File: config.mk
export PLATFORM = sky130hd
export DESIGN_NAME = dest_reg_pipeline
export DESIGN_NICKNAME = d
export VERILOG_FILES = /design/src/rtl/dest_reg_pipeline.sv
export SDC_FILE = /design/constraint.sdc
export NUM_CORES = 1
export LEC_CHECK = 0
export ABC_AREA = 1
export CORE_AREA = 2 2 103 105
export DETAILED_ROUTE_END_ITERATION = 10
export DIE_AREA = 0 0 105 107
export PLACE_DENSITY = 0.77
export SLEW_MARGIN = 5
export SYNTH_ARGS = -nofsm -noshare
export SYNTH_HDL_FRONTEND = slang
export SYNTH_SLANG_ARGS = --single-unit
File: constraint.sdc
create_clock -name clk -period 2.16 [get_ports clk]
set_input_delay 0.432 -clock clk [delete_from_list [all_inputs] [get_ports clk]]
set_output_delay 0.432 -clock clk [all_outputs]
set_load 0.05 [all_outputs]
File: src/rtl/dest_reg_pipeline.sv
// Destination-register pipeline: carries {valid, rd, rf_e, load} for each
// issued instruction through EX, MEM and WB. The hazard/forwarding unit
// compares against these registered outputs. Also keeps saturating retire
// and stall-bubble counters for performance debug.
module dest_reg_pipeline #(
    parameter int REG_AW = 5,
    parameter int CNT_W  = 32
) (
    input  logic              clk,
    input  logic              rst_n,
    input  logic              id_valid,
    input  logic [REG_AW-1:0] id_rd,
    input  logic              id_rf_e,
    input  logic              id_load,
    input  logic              CUMUX_E,
    input  logic              flush_e,
    input  logic              hold_e,
    output logic [REG_AW-1:0] RD_EX,
    output logic [REG_AW-1:0] RD_MEM,
    output logic [REG_AW-1:0] RD_WB,
    output logic              EX_RF_E,
    output logic              MEM_RF_E,
    output logic              WB_RF_E,
    output logic              load_instr,
    output logic [CNT_W-1:0]  retire_count,
    output logic [CNT_W-1:0]  bubble_count
);

    typedef struct packed {
        logic              valid;
        logic [REG_AW-1:0] rd;
        logic              rf_e;
        logic              load;
    } entry_t;

    entry_t            ex_q, mem_q, wb_q;
    entry_t            new_entry;
    logic              wr_en;
    logic [CNT_W-1:0]  retire_q, bubble_q;

    // Build the entry entering EX; stalls, flushes and empty ID slots become bubbles.
    // rd=0 never raises rf_e/load so forwarding can never match on x0.
    always_comb begin
        new_entry = '0;
        wr_en     = id_rf_e & (id_rd != '0);
        if (id_valid && !CUMUX_E && !flush_e) begin
            new_entry.valid = 1'b1;
            new_entry.rd    = id_rd;
            new_entry.rf_e  = wr_en;
            new_entry.load  = id_load & wr_en;
        end
    end

    // Stage registers: shift EX->MEM->WB unless frozen by hold_e.
    always_ff @(posedge clk) begin
        if (!rst_n) begin
            ex_q  <= '0;
            mem_q <= '0;
            wb_q  <= '0;
        end else if (!hold_e) begin
            ex_q  <= new_entry;
            mem_q <= ex_q;
            wb_q  <= mem_q;
        end
    end

    // Saturating counters: retire when a valid entry leaves WB, count
    // CUMUX_E stalls that are not also flushes.
    always_ff @(posedge clk) begin
        if (!rst_n) begin
            retire_q <= '0;
            bubble_q <= '0;
        end else if (!hold_e) begin
            if (wb_q.valid && (retire_q != '1))
                retire_q <= retire_q + CNT_W'(1);
            if (CUMUX_E && !flush_e && (bubble_q != '1))
                bubble_q <= bubble_q + CNT_W'(1);
        end
    end

    assign RD_EX        = ex_q.rd;
    assign RD_MEM       = mem_q.rd;
    assign RD_WB        = wb_q.rd;
    assign EX_RF_E      = ex_q.valid  & ex_q.rf_e;
    assign MEM_RF_E     = mem_q.valid & mem_q.rf_e;
    assign WB_RF_E      = wb_q.valid  & wb_q.rf_e;
    assign load_instr   = ex_q.load;
    assign retire_count = retire_q;
    assign bubble_count = bubble_q;

endmodule

==> out/summary.txt <==
Min Clock Period, post-route: 2.13 ns
Reg clk slew, reported paths: 0.09 ns
PwrDens: 549 nW/um^2
Worst Max-Slew Pin Slew: 0.527 ns
Crit Path Max Fanout: 5
FMAX: 470 MHz
Vias: 5,348
Unrepaired setup endpoints after global routing: false
Sum of buffers and inverters on the critical path: 1
Overall Global Routing Usage: 24.4%
Diodes inserted: 0
Crit share post-route: 98.5%
Post-synthesis cell area: 5290 sq um
VDD IR max: 275 uV
Wire length of the first global-routing pass: 22,300 um
Worst Hold Class: register to register
Setup TNS: 0 ns
CTS Buf Count: 9
DRC viols: 0
Routed Antenna Nets: 0
Gr ovfl total: 0
Vias in the first global route: 4,716
Slew Limit Fails: 0
Average size of a mapped cell: 6.12 sq um
Max-Cap Viols: 0
CTS root buffer: clkbuf_8
Critical Path End Type: output pin
Count leader, synth: nand2_1
Htree depth: 3
P&R area growth vs syn: 22.4%
Dpl cells: 1,071
Hold Buf Count CTS: 0
Vias per cell: 4.92
Critical path class: register to output pin
Post-synth EDFFs: 0
Share of flip-flops with an asynchronous set or reset: 0%
Status: finished, final reports clean
End-of-flow core utilization: 64.1%
Register area share after synthesis: 32.6%
Ports: 96
# clock sinks: 86
Synth top area share: 32.6%
Later-pin clock latency in the skew report: 0.37 ns
CTS max path bufs: 2
Port bufs: 95
Initial antenna violation count: 0
Full die area: 11,200 sq um
Placer Congestion: 0.893
WL final: 13,400 um
Critical Path, Cell by Cell: clkdlybuf4s50_1
Layout cells sized above 1: 9.15%
Finish-stage setup viols: 0
Initial Util: 52.4%
DR iter-0 viols: 274
FF+latch count, synth: 86
Fin nets: 961
Row cnt: 37
Non-filler cells, final: 1,087
Drt pass-1 iters: 5
Cells after Synth: 864
Postcts setup bufs: 0
Core outline area: 10,100 sq um
YS warnings: 0
Leakage: 2.73 nW
Synth area leaders: dfxtp_1 33%, nand2_1 20%, nor2_1 13%
Die Y: 107 um
CP peak stage delay: 0.86 ns
Netlist cell types: 29
Synthesized Nets: 879
Critical path arrival: 1.70 ns
Slowest library cell on the worst path: clkdlybuf4s50_1
Yosys top cell by area: dfxtp_1
Largest net degree at the start of global routing: 47
Post-synth top cells: 283 x nand2_1, 180 x nor2_1, 93 x inv_1
Final HPWL DP: 9900 um
Die X-Extent: 105 um
Main synth FF type: dfxtp_1
CP delay by family, top: buffers and inverters
Element type at the critical path start: register
Worst EP required: 1.73 ns
Rel. slew slack: 64.8%
Worst clock skew: 0.0117 ns
CTS tree: yes
WL/cell: 12.3 um
Hold Fails Final Rpt: 0
[routing by layer]
metal	wire length [um]	part of all wire [%]	vias to the layer above	GRT usage (%)
li1	-	-	2787	-
met1	6100	46	2388	31.9
met2	6260	47	150	40.5
met3	798	6.0	23	4.32
met4	216	1.6	0	8.38
met5	0	0	-	0
[cells in the final DEF, fill, tap and decap left out, types with 14 or more instances in the layout]
cell type / instances
dfxtp_1: 86
o21ai_0: 20
nor2_1: 180
inv_1: 93
buf_4: 14
a21oi_1: 16
clkdlybuf4s50_1: 89
nor2_2: 17
xor2_1: 21
nand2_1: 283
nand3_1: 42
[area by class of cell]
class	count	area (sq um)
inverter	95	357
fill	990	3620
multi-input combinational	644	2930
clock buffer	10	138
sequential	86	1720
tap	136	170
clock inverter	6	76.3
timing repair buffer	110	1080
[cell families (layout without fill, tap and decap cells)]
family | after synthesis | in the layout | share of synthesized area, %
AOI/OAI and AO/OA | 63 | 63 | 7.46
xor gates and xnor gates | 24 | 24 | 3.98
adders and majority gates | 2 | 2 | 0.473
buffers and inverters | 134 | 221 | 12.1
DFF | 86 | 86 | 32.6
and+or+nand+nor | 555 | 555 | 43.4
[per-stage QoR]
stage                     setup WS (ns)  instance area (sq um)  hold WS (ns)  power (mW)
after floorplan                   0.112                   5290         0.455        2.19
after global placement            0.256                   6240         0.461        2.35
after detailed placement          0.204                   6240         0.468        2.36
after CTS                       0.00529                   6450         0.482        3.58
after global routing           0.000536                   6470         0.509        3.71
final                            0.0326                   6470         0.479        3.55
[repair_timing]
action                     in CTS  in global routing
setup endpoints to repair       1                  9
gates cloned                    0                  0
pin swaps                       0                  0
gates resized for setup         1                  5
[state kept, by name, indices dropped and copies added, names as in the netlist]
register and cells:
RD_EX 5, RD_MEM 5, RD_WB 5, bubble_count 32, ex_q 2, load_instr 1, mem_q 2, retire_count 32
wb_q 2
[path summary, 6_finish.rpt]
path	depth (start not counted)	slack, ns	endpoint	start
max	1	0.03	retire_count[16]	retire_count[16]
min	2	0.48	load_instr	load_instr
max reg2reg	10	0.25	bubble_count[31]	bubble_count[1]
min reg2reg	2	0.48	load_instr	load_instr
[power by group]
part	internal, mW	switching (mW)	total (mW)
Clock	0.587	0.643	1.23
Sequential	1.64	0.0688	1.71
Combinational	0.205	0.405	0.610
No activity file was read; power rests on OpenSTA's default activity.
